`src/rtl/pe_conv_sequencer.sv`:
```
// Convolution address sequencer: kpos-outermost loop nest, one registered beat per handshake.
// First beat two cycles after start; outputs hold while beat_valid && !beat_ready.
module pe_conv_sequencer #(
  parameter int DIM_W  = 8,
  parameter int K_W    = 4,
  parameter int COUT   = 4,
  parameter int ACT_AW = 16,
  parameter int WGT_AW = 16,
  parameter int OUT_AW = 10
) (
  input  logic              clk_0,
  input  logic              rst_n_0,
  input  logic              cfg_we_0,
  input  logic [3:0]        cfg_addr_0,
  input  logic [31:0]       cfg_wdata_0,
  output logic [31:0]       cfg_rdata_0,
  output logic              beat_valid,
  input  logic              beat_ready,
  output logic [ACT_AW-1:0] act_addr,
  output logic              act_pad,
  output logic [WGT_AW-1:0] wgt_addr,
  output logic [OUT_AW-1:0] out_addr,
  output logic              acc_first,
  output logic              beat_last
);

  localparam int SW = DIM_W + 2;

  typedef enum logic [2:0] {S_IDLE, S_CHECK, S_RUN, S_PAUSE, S_DONE} state_t;
  state_t state;

  logic [K_W-1:0]   cfg_kh, cfg_kw, cfg_pad, cfg_stride;
  logic [DIM_W-1:0] cfg_in_h, cfg_in_w, cfg_out_h, cfg_out_w;
  logic             cfg_step;
  logic [K_W-1:0]   s_kh, s_kw, s_pad, s_stride;
  logic [DIM_W-1:0] s_in_h, s_in_w, s_out_h, s_out_w;
  logic             s_step;
  logic             done, cfg_err;

  // n_* name the beat that will be loaded next; outputs hold the presented one.
  logic [K_W-1:0]    n_ky, n_kx;
  logic [DIM_W-1:0]  n_oy, n_ox;
  logic [7:0]        n_kpos, cur_kpos;
  logic [OUT_AW-1:0] n_opix;
  logic              pos_last;

  logic ctrl_wr, start_req, cont_req, abort_req, abort_hit, cfg_bad;
  logic load_en, clr;
  logic ox_wrap, oy_wrap, kx_wrap, ky_wrap, pos_end, run_end;
  logic [SW-1:0]     iy, ix;
  logic              nx_pad;
  logic [ACT_AW-1:0] nx_act;
  logic              unused_wdata;

  assign unused_wdata = ^cfg_wdata_0[31:16];

  assign ctrl_wr   = cfg_we_0 && (cfg_addr_0 == 4'd0);
  assign start_req = ctrl_wr && cfg_wdata_0[0];
  assign cont_req  = ctrl_wr && cfg_wdata_0[1];
  assign abort_req = ctrl_wr && cfg_wdata_0[2];
  assign abort_hit = abort_req && (state != S_IDLE);

  assign cfg_bad = (s_kh == '0) || (s_kw == '0) || (s_in_h == '0) || (s_in_w == '0) ||
                   (s_stride == '0) || (s_out_h == '0) || (s_out_w == '0);

  assign ox_wrap = (n_ox == s_out_w - DIM_W'(1));
  assign oy_wrap = (n_oy == s_out_h - DIM_W'(1));
  assign kx_wrap = (n_kx == s_kw - K_W'(1));
  assign ky_wrap = (n_ky == s_kh - K_W'(1));
  assign pos_end = ox_wrap && oy_wrap;
  assign run_end = pos_end && kx_wrap && ky_wrap;

  assign load_en = !abort_hit &&
                   (((state == S_CHECK) && !cfg_bad) ||
                    ((state == S_RUN) && beat_ready && !beat_last && !(s_step && pos_last)) ||
                    ((state == S_PAUSE) && cont_req));
  assign clr = abort_hit || ((state == S_IDLE) && start_req);

  // Two's-complement wrap in SW bits; the sign bit flags taps left/above the image.
  always_comb begin
    iy = SW'(n_oy) * SW'(s_stride) + SW'(n_ky) - SW'(s_pad);
    ix = SW'(n_ox) * SW'(s_stride) + SW'(n_kx) - SW'(s_pad);
    nx_pad = iy[SW-1] || ix[SW-1] || (iy >= SW'(s_in_h)) || (ix >= SW'(s_in_w));
    nx_act = '0;
    if (!nx_pad)
      nx_act = ACT_AW'(iy[DIM_W-1:0]) * ACT_AW'(s_in_w) + ACT_AW'(ix[DIM_W-1:0]);
  end

  always_comb begin
    cfg_rdata_0 = '0;
    case (cfg_addr_0)
      4'd1: cfg_rdata_0 = {16'd0, cur_kpos, 4'd0, cfg_err, (state == S_PAUSE),
                           (state != S_IDLE), done};
      4'd2: cfg_rdata_0 = (32'(cfg_kh) << 8) | 32'(cfg_kw);
      4'd3: cfg_rdata_0 = (32'(cfg_in_h) << 8) | 32'(cfg_in_w);
      4'd4: cfg_rdata_0 = (32'(cfg_pad) << 4) | 32'(cfg_stride);
      4'd5: cfg_rdata_0 = (32'(cfg_out_h) << 8) | 32'(cfg_out_w);
      4'd6: cfg_rdata_0 = 32'(cfg_step);
      default: cfg_rdata_0 = '0;
    endcase
  end

  always_ff @(posedge clk_0 or negedge rst_n_0) begin
    if (!rst_n_0) begin
      state      <= S_IDLE;
      beat_valid <= 1'b0;
      done       <= 1'b0;
      cfg_err    <= 1'b0;
      cfg_kh     <= '0;  cfg_kw    <= '0;  cfg_pad   <= '0;  cfg_stride <= '0;
      cfg_in_h   <= '0;  cfg_in_w  <= '0;  cfg_out_h <= '0;  cfg_out_w  <= '0;
      cfg_step   <= 1'b0;
      s_kh       <= '0;  s_kw      <= '0;  s_pad     <= '0;  s_stride   <= '0;
      s_in_h     <= '0;  s_in_w    <= '0;  s_out_h   <= '0;  s_out_w    <= '0;
      s_step     <= 1'b0;
    end else begin
      if (cfg_we_0) begin
        case (cfg_addr_0)
          4'd2: begin cfg_kh <= cfg_wdata_0[8 +: K_W];    cfg_kw <= cfg_wdata_0[0 +: K_W];     end
          4'd3: begin cfg_in_h <= cfg_wdata_0[8 +: DIM_W]; cfg_in_w <= cfg_wdata_0[0 +: DIM_W]; end
          4'd4: begin cfg_pad <= cfg_wdata_0[4 +: K_W];   cfg_stride <= cfg_wdata_0[0 +: K_W]; end
          4'd5: begin cfg_out_h <= cfg_wdata_0[8 +: DIM_W]; cfg_out_w <= cfg_wdata_0[0 +: DIM_W]; end
          4'd6: cfg_step <= cfg_wdata_0[0];
          default: ;
        endcase
      end
      if (abort_hit) begin
        state      <= S_IDLE;
        beat_valid <= 1'b0;
      end else begin
        case (state)
          S_IDLE: if (start_req) begin
            done     <= 1'b0;
            s_kh     <= cfg_kh;    s_kw     <= cfg_kw;
            s_pad    <= cfg_pad;   s_stride <= cfg_stride;
            s_in_h   <= cfg_in_h;  s_in_w   <= cfg_in_w;
            s_out_h  <= cfg_out_h; s_out_w  <= cfg_out_w;
            s_step   <= cfg_step;
            state    <= S_CHECK;
          end
          S_CHECK: if (cfg_bad) begin
            cfg_err <= 1'b1;
            done    <= 1'b1;
            state   <= S_IDLE;
          end else begin
            cfg_err    <= 1'b0;
            done       <= 1'b0;
            beat_valid <= 1'b1;
            state      <= S_RUN;
          end
          S_RUN: if (beat_ready) begin
            if (beat_last) begin
              beat_valid <= 1'b0;
              state      <= S_DONE;
            end else if (s_step && pos_last) begin
              beat_valid <= 1'b0;
              state      <= S_PAUSE;
            end
          end
          S_PAUSE: if (cont_req) begin
            beat_valid <= 1'b1;
            state      <= S_RUN;
          end
          S_DONE: begin
            done  <= 1'b1;
            state <= S_IDLE;
          end
          default: state <= S_IDLE;
        endcase
      end
    end
  end

  always_ff @(posedge clk_0 or negedge rst_n_0) begin
    if (!rst_n_0) begin
      act_addr  <= '0;
      act_pad   <= 1'b0;
      wgt_addr  <= '0;
      out_addr  <= '0;
      acc_first <= 1'b0;
      beat_last <= 1'b0;
      pos_last  <= 1'b0;
      cur_kpos  <= '0;
      n_ky <= '0; n_kx <= '0; n_oy <= '0; n_ox <= '0;
      n_kpos <= '0; n_opix <= '0;
    end else if (clr) begin
      beat_last <= 1'b0;
      pos_last  <= 1'b0;
      cur_kpos  <= '0;
      n_ky <= '0; n_kx <= '0; n_oy <= '0; n_ox <= '0;
      n_kpos <= '0; n_opix <= '0;
    end else if (load_en) begin
      act_addr  <= nx_act;
      act_pad   <= nx_pad;
      wgt_addr  <= WGT_AW'(n_kpos) * WGT_AW'(COUT);
      out_addr  <= n_opix;
      acc_first <= (n_kpos == 8'd0);
      beat_last <= run_end;
      pos_last  <= pos_end;
      cur_kpos  <= n_kpos;
      n_opix    <= pos_end ? '0 : n_opix + OUT_AW'(1);
      if (!ox_wrap) n_ox <= n_ox + DIM_W'(1);
      else begin
        n_ox <= '0;
        if (!oy_wrap) n_oy <= n_oy + DIM_W'(1);
        else begin
          n_oy   <= '0;
          n_kpos <= run_end ? 8'd0 : n_kpos + 8'd1;
          if (!kx_wrap) n_kx <= n_kx + K_W'(1);
          else begin
            n_kx <= '0;
            n_ky <= ky_wrap ? '0 : n_ky + K_W'(1);
          end
        end
      end
    end
  end

endmodule

```
`config.mk`:
```
export PLATFORM = sky130hd
export DESIGN_NAME = pe_conv_sequencer
export DESIGN_NICKNAME = d
export VERILOG_FILES = /design/src/rtl/pe_conv_sequencer.sv
export SDC_FILE = /design/constraint.sdc
export NUM_CORES = 1
export LEC_CHECK = 0
export BUFFER_PORTS_ARGS = -buffer_cell sky130_fd_sc_hd__buf_2
export CAP_MARGIN = 10
export CORE_ASPECT_RATIO = 0.7
export CORE_UTILIZATION = 40
export DETAILED_ROUTE_END_ITERATION = 7
export PLACE_DENSITY_LB_ADDON = 0.08
export SLEW_MARGIN = 5
export SYNTH_ARGS = -nofsm -noshare
export SYNTH_HDL_FRONTEND = slang
export SYNTH_SLANG_ARGS = --single-unit
```
`constraint.sdc`:
```
create_clock -name clk_0 -period 9.4 [get_ports clk_0]
set_clock_uncertainty 0.15 [all_clocks]
set_input_delay 0.47 -clock clk_0 [delete_from_list [all_inputs] [get_ports clk_0]]
set_output_delay 0.47 -clock clk_0 [all_outputs]
set_load 0.01 [all_outputs]
```
# --- Word-level counts from Yosys, hierarchy flattened ---
# Cells that the tools add are included.
op_classes:
  n_reduce_logical: 63
  mul: 3
  mux: 52
  n_bitwise: 6
  eq_ne: 20
  magnitude_cmp: 2
  addsub: 15
ops:
  columns: ["cell", "count"]
  rows:
  - ["$mux W8", 14]
  - ["$pmux W16 S6", 1]
  - ["$mux W4", 11]
  - ["$logic_not A8 Y1", 5]
  - ["$or A16 B8 Y16", 2]
  - ["$mux W10", 3]
  - ["$add A8 B1 Y8 const B", 3]
  - ["$add A10 B4 Y10", 2]
  - ["$ge A10 B8 Y1", 2]
  - ["$mul A8 B4 Y10", 2]
  - ["$sub A10 B4 Y10", 2]
  - ["$mux W3", 6]
  - ["$add A16 B8 Y16", 1]
  - ["$eq A8 B8 Y1", 2]
  - ["$logic_and A1 B1 Y1", 16]
  - ["$logic_not A4 Y1", 4]
  - ["$mul A8 B8 Y16", 1]
  - ["$mux W16", 1]
  - ["$reduce_and A2 Y1", 8]
  - ["$sub A8 B1 Y8 const B", 2]
  - ["$eq A4 B3 Y1 const B", 3]
  - ["$logic_or A1 B1 Y1", 12]
  - ["$mux W1", 12]
  - ["$ne A3 B3 Y1 const B", 4]
  - ["other kinds (25)", 42]
totals:
  out_inout_bits: 78
  regBits: 192
  elab_cells: 197
  in_bits: 40

# --- Depth between registers and ports, before layout ---
# Gate-level depths: netlist of run 1.
depth:
  ltp_word: 14
  depth_mapped: 32
  depth_no_buf: 31

# --- Worst setup path after synthesis of run 1 ---
# No wires, ideal clock.
synth_path:
  path_type: "register -> register"
  from: "register s_stride[2]"
  to: "register act_addr[15]"
  n_path_buf: 2
  arrival_ns: 7.265
  period_less_slack_ns: 7.536
  stages_incl_launch_ff: 31
  setup_time_ns: 0.121
  slack_ns: 1.864
  required_ns: 9.129
  path_cell_list: "dfrtp_1 -> clkbuf_1 -> clkbuf_1 -> nand2_1 -> fa_1 -> fa_1 -> fa_1 -> inv_1 -> ha_1 -> a21o_1 -> a21oi_1 -> o21ai_0 -> nor2_1 -> xnor2_1 -> and2_1 -> fa_1 -> inv_1 -> fa_1 -> inv_1 -> fa_1 -> inv_1 -> fa_1 -> inv_1 -> ha_1 -> nor2_1 -> nor2_1 -> a311oi_1 -> o21bai_1 -> a21oi_1 -> xnor2_1 -> a22o_1"
synth_via:
  elab_chain_len: 10
  elab_cells_between_ends: 24
  cone_classes: "5 x add/sub; 3 x mul; 2 x order compare; 1 x mux; 13 x reduce/logical"
synth_lines:
  columns: ["item", "line_no", "source"]
  rows:
  - ["start: declaration", "35", "logic [K_W-1:0] s_kh, s_kw, s_pad, s_stride;"]
  - ["start signal: assignment", "134", "s_pad <= cfg_pad; s_stride <= cfg_stride;"]
  - ["parallel branches: the longest is 10 deep, another holds $mul A8 B8 Y16", null, null]
  - ["end signal: assignment", "192", "act_addr <= nx_act;"]
  - ["end: declaration", "19", "output logic [ACT_AW-1:0] act_addr,"]
# Parallel ways; which one is timed is not known.
# A chain may end at the register's enable or synchronous reset.

# --- Final worst setup path of run 1 ---
layout_path:
  from: "register s_stride[1]"
  to: "register act_addr[15]"
# Same word-level chain as after synthesis.

==> flow_summary.yaml, run 1 <==
worst_setup_path:
  critPathLaunchType: "register"
  crit_type: "register to register"
  critPathArrivalTime_ns: 8.49
  required_ns: 9.61
  path_max_fanout: 18
  crit_path_end_kind: "register"
layout:
  nNetsFinal: 1756
  fill_cells: 3426
  area.growth.synth_to_final_pct: 10.2
  drive_gt1_frac: 0.159
  top_regs: "act_addr (16), n_opix (10), out_addr (10)"
  final_util: 0.451
  largest_register_ffs: 16
  top_register: "act_addr"
  diodes: 0
routing:
  wl_met1_um: 21300
  routedWlPerCell_um: 18.8
  drt_iter0_drc: 730
  vias: 10600
  drc_errors: 0
  ant_nets: 0
  drtPass1Iterations: 8
  met3_length_um: 1560
  vias_per_cell: 5.25
  wirelength_um: 37700
  met2_length_um: 14600
  maxUsedRoutingLayer: "met5"
placement:
  place.gp.congestion: 0.853
  detailed_place_hpwl_um: 29100
  pre_cts_slack_ns: 1.20
  io_buffers: 77
logic_synthesis:
  syn_avg_cell_area_sq_um: 9.73
  synth_compound_area_frac: 0.104
  ys_warn_count: 0
  ys_types: 70
  synthAdderAreaFrac: 0.211
  postSynthCellCount: 1471
  synth_area_sq_um: 14300
  muxShareOfSynthArea: 0.0864
  synth_edf_count: 0
  synth_xor_area_frac: 0.0371
  synth_seq_cells: 192
  ys_seq_area_frac: 0.336
  async_flop_share: 1.00
  synth_top_family_by_area: "adder cells"
  ys.flop_type: "dfrtp_1"
  yosys.area_share.simple: 0.147
worst_hold_path:
  hold_class: "primary input to register"
timing:
  fin_ws_ns: 1.12
  setup_violations: 0
  rsz0062_at_grt: "no"
  tns_ns: 0
  worstMarginPinSlew_ns: 1.10
  max_freq_ghz: 0.121
  maxSlewHeadroom: 0.259
  min_period_ns: 8.28
  final.period_utilization: 0.881
  final_hold_viol_count: 0
  drv_slew: 0
global_route:
  antenna_found_initial: 1
  grt_overflow_total: 0
  grt_pass1_wl_um: 60500
  grt_pass1_vias: 10100
  grt_max_degree: 76
  grt.total_usage: 0.215
floorplanning:
  core_sq_um: 34900
  die_area_sq_um: 36600
  io_pins: 118
  die_w_um: 228
  start_util: 0.410
  row_count: 57
  fp.dieH_um: 160
clock_tree:
  htreeDepth: 4
  cts_tree: "done"
  cts_resized: 0
  cts.sinks: 192
  numCtsBuffers: 17
  ctsLongestPathBuffers: 2
  clk_latency_ns: 0.46
  path_clk_slew_ns: 0.08
  cts_root_buffer: "clkbuf_16"
job:
  cap_violations: 0
pwr:
  ir_worst_vdd_mv: 0.297
  power.density_nw_per_um2: 289
  p_leak_nw: 7.60
run_status:
  outcome: "completed"
-- layout make-up --
| class | count | area [sq um] | share of cell area |
|---|---|---|---|
| Timing Repair Buffer | 94 | 524 | 0.0332 |
| Multi-Input combinational cell | 1026 | 8520 | 0.540 |
| Tap cell | 472 | 591 | 0.0374 |
| Sequential cell | 192 | 4800 | 0.305 |
| Clock buffer | 19 | 443 | 0.0281 |
| Clock inverter | 13 | 168 | 0.0106 |
| Inverter | 194 | 728 | 0.0462 |
-- synth_stat cells (24+ instances only) --
master	n	area (sq um)
mux2_2	100	1130
fa_1	84	1680
nand3_1	41	205
ha_1	107	1340
inv_1	194	728
nor2_1	56	210
buf_4	24	180
a21oi_1	43	215
o21ai_0	46	230
nor3_1	24	120
dfrtp_1	192	4800
nand2_1	157	589
clkbuf_1	50	188
and2_1	48	300
xnor2_1	38	333
-- kinds of logic (layout without fill, tap and decap cells) --
logic type,after synthesis,in the layout
AO/OA/AOI/OAI,220,220
XOR/XNOR,59,59
adder cells (fa/ha/maj),191,191
buffers and inverters,276,320
flip-flops,192,192
multiplexers,111,111
other,1,24
AND/OR/NAND/NOR,421,421
-- what timing repair did --
action | 4_1_cts | 5_1_grt
buffers inserted | 0 | 0
hold buffers | 1 | 0
hold endpoints to repair | 52 | 0
-- worst max-delay path, cell delays in order, from the launching register on --
cell      delay [ns]
dfrtp_1         0.74
nand2_1         0.16
fa_1            0.55
fa_1            0.44
fa_1            0.61
inv_1           0.06
ha_1            0.27
a21o_1          0.12
a21oi_1         0.09
xnor2_1         0.84
nand2_1         0.19
fa_1            0.52
fa_1            0.54
fa_1            0.44
fa_1            0.54
inv_1           0.04
ha_1            0.34
o21ai_0         0.27
o21ai_0         0.22
a311oi_1        0.47
o21bai_1        0.11
a21oi_1         0.20
xnor2_1         0.09
a22o_1          0.18
-- routing by layer --
layer / vias to the layer above / global-route usage
li1: 5046 / -
met1: 5261 / 0.366
met2: 224 / 0.278
met3: 17 / 0.0309
met4: 2 / 0.0412
met5: - / 0
-- through the flow --
step                hold slack (ns)  area, sq um  std cells  power, mW
detailed placement            0.306        15100       1977       3.79
finish                       0.0996        15800       2010       4.56
floorplan                    0.0244        14400       1494       3.08
global route                 0.0876        15800       2010       5.04
global placement              0.305        15100       1977       3.77
CTS                          0.0839        15800       2010       4.59
-- power breakdown --
group	internal (mW)	leakage (nW)	switching [mW]	total, mW
combinational	1.10	4.77	1.57	2.66
sequential	0.937	2.54	0.191	1.13
clock	0.390	0.292	0.382	0.772
-- cells in the final DEF (no fill, tap or decap), drive strengths merged, types with 24 or more instances in the layout --
cell | netlist | routed
o21ai | 48 | 48
nor3 | 24 | 24
ha | 107 | 107
fa | 84 | 84
xnor2 | 38 | 38
dfrtp | 192 | 192
inv | 194 | 201
nand2 | 157 | 157
buf | 32 | 92
conb | 1 | 24
a21oi | 43 | 43
and2 | 48 | 48
nor2 | 57 | 57
mux2 | 100 | 100
nand3 | 41 | 41
-- worst paths after layout --
check / cells past startpoint / endpoint / startpoint / slack, ns
hold reg to reg: 2 / out_addr[1] / out_addr[1] / 0.32
hold / removal: 2 / cfg_out_h[5] / cfg_wdata_0[13] / 0.1
min in group asynchronous: 2 / act_addr[0] / rst_n_0 / 0.37
max in group asynchronous: 3 / state[0] / rst_n_0 / 7.30
setup reg to reg: 23 / act_addr[15] / s_stride[1] / 1.12
setup / recovery: 23 / act_addr[15] / s_stride[1] / 1.12
Power figures use the tool's default switching activity.
==> run 2, diff against run 1 <==
--- a/config.mk
+++ b/config.mk
@@ -10,7 +10,7 @@
 export CORE_ASPECT_RATIO = 0.7
 export CORE_UTILIZATION = 40
 export DETAILED_ROUTE_END_ITERATION = 7
-export PLACE_DENSITY_LB_ADDON = 0.08
+export PLACE_DENSITY = 0.53
 export SLEW_MARGIN = 5
 export SYNTH_ARGS = -nofsm -noshare
 export SYNTH_HDL_FRONTEND = slang
==> constraint.sdc (replaced) <==
create_clock -name clk_0 -period 8.9 [get_ports clk_0]
set_clock_uncertainty 0.15 [all_clocks]
set_input_delay 0.445 -clock clk_0 [delete_from_list [all_inputs] [get_ports clk_0]]
set_output_delay 0.445 -clock clk_0 [all_outputs]
set_load 0.01 [all_outputs]
==> run 2 against run 1 <==
Compared with the run above: clock-buffer cell count unchanged; power up 5.0%; combinational power up 6%; die area unchanged; clock power up 2%; wire length down 2.1%; maximum frequency up 0.29%; first-iteration DRC count up 28%; hold slack worse by 0.014 ns; worst setup slack worse by 0.48 ns; critical path type unchanged; largest cell class unchanged.
==> flow_summary.yaml, run 2 (same netlist as run 1, synthesis figures left out) <==
clock_tree:
  clk_latency_ns: 0.46
  cts_root_buffer: "clkbuf_16"
  path_clk_slew_ns: 0.07
  cts_tree: "done"
  ctsLongestPathBuffers: 2
  postCtsSetupBuffers: 0
  numCtsBuffers: 17
  cts.sinks: 192
  htreeDepth: 4
timing:
  hold_slack_ns: 0.0853
  max_freq_ghz: 0.121
  setup_violations: 0
  drv_slew: 0
  maxSlewHeadroom: 0.255
  rsz0062_at_grt: "no"
  min_period_ns: 8.25
  final_hold_viol_count: 0
  tns_ns: 0
  worstMarginPinSlew_ns: 1.11
  final.period_utilization: 0.927
layout:
  area.growth.synth_to_final_pct: 10.3
  top_register: "act_addr"
  nNetsFinal: 1760
  top_regs: "act_addr (16), n_opix (10), out_addr (10)"
  fill_cells: 3475
  drive_gt1_frac: 0.161
  final_util: 0.452
  layout_commonest_cell: "inv_1"
  finalNonFillerCells: 2015
  largest_register_ffs: 16
  final_cell_mix: "inv_1 (194), dfrtp_1 (192), nand2_1 (157), ha_1 (107), mux2_2 (100)"
routing:
  routedWlPerCell_um: 18.3
  vias_per_cell: 5.30
  ant_nets: 0
  met3_length_um: 2290
  vias: 10700
  drc_errors: 0
  wirelength_um: 36900
  met2_length_um: 13900
  drt_iter0_drc: 938
  wl_met1_um: 20400
  drtPass1Iterations: 5
  maxUsedRoutingLayer: "met4"
placement:
  detailed_place_hpwl_um: 28500
  place.gp.congestion: 0.875
  dp_cells: 1981
  io_buffers: 77
worst_setup_path:
  crit_type: "register to register"
  r2r-start: "n_oy[0]"
  path_max_fanout: 10
  critPathArrivalTime_ns: 8.45
  crit_path_end_kind: "register"
  critPathLaunchType: "register"
  required_ns: 9.10
  r2r_cells: 25
  cp_top_family: "adder cells"
  rr_endpoint: "act_addr[15]"
  crit_path_frequent_cell: "fa_1"
  critPathBufInv: 4
  crit_path_top_delay_cell: "xnor2_1"
  r2r_slack_ns: 0.65
  slowest_delay_ns: 0.79
worst_hold_path:
  hp-start: "cfg_wdata_0[12]"
  holdPathEnd: "cfg_in_h[4]"
  min_delay_path_depth: 2
  hold_class: "primary input to register"
floorplanning:
  start_util: 0.410
  row_count: 57
  io_pins: 118
  die_area_sq_um: 36600
  fp.dieH_um: 160
  core_sq_um: 34900
  die_w_um: 228
run_status:
  outcome: "completed"
pwr:
  ir_worst_vdd_mv: 0.336
  p_leak_nw: 7.61
  power.density_nw_per_um2: 304
job:
  cap_violations: 0
global_route:
  grt_pass1_vias: 10200
  grt_pass1_wl_um: 59600
  grt_overflow_total: 0
  antenna_found_initial: 0
  grt_max_degree: 95
  grt.total_usage: 0.211
## run 2: cell count changes in the layout (fill, tap and decap cells not counted), sizes merged
cell and change:
buf +4, clkinv +3, inv -3, diode +1
## run 2: layout make-up
| cell class | instances | area [sq um] | area share |
|---|---|---|---|
| Multi-Input combinational cell | 1026 | 8510 | 0.539 |
| Sequential cell | 192 | 4800 | 0.304 |
| Inverter | 194 | 728 | 0.0461 |
| Tap cell | 472 | 591 | 0.0374 |
| Antenna cell | 1 | 2.50 | 0.000159 |
| Timing Repair Buffer | 98 | 554 | 0.0351 |
| Clock inverter | 13 | 150 | 0.00951 |
| Clock buffer | 19 | 443 | 0.0281 |
## run 2: metal layers
layer  vias up  global-route usage
li1       5073                   -
met1      5314               0.353
met2       263               0.269
met3        27              0.0430
met4         0              0.0430
met5         -                   0
## run 2: worst max path at each step
stage	endpoint	startpoint	depth (start not counted)
floorplan	act_addr[15]	s_stride[2]	30
global placement	act_addr[15]	n_oy[0]	32
detailed placement	act_addr[15]	n_oy[0]	32
CTS	act_addr[15]	n_oy[0]	32
global route	act_addr[15]	n_oy[0]	25
finish	act_addr[15]	n_oy[0]	25
## run 2: timing repair
item	CTS	global route
resized for setup	0	0
endpoints found under the setup margin	0	0
endpoints found under the hold margin	93	0
hold buffers	1	0
## run 2: report_power, final
group / internal, mW / switching (mW)
sequential: 0.991 / 0.187
clock: 0.404 / 0.385
combinational: 1.16 / 1.67
total: 2.55 / 2.24
## run 2: stage by stage
stage	total power, mW	cell area, sq um	worst slack, ns
after floorplan	3.25	14400	1.36
after global placement	3.96	15200	0.847
after detailed placement	4.00	15200	0.798
after CTS	4.82	15800	0.774
after global routing	5.30	15800	0.311
final	4.79	15800	0.646
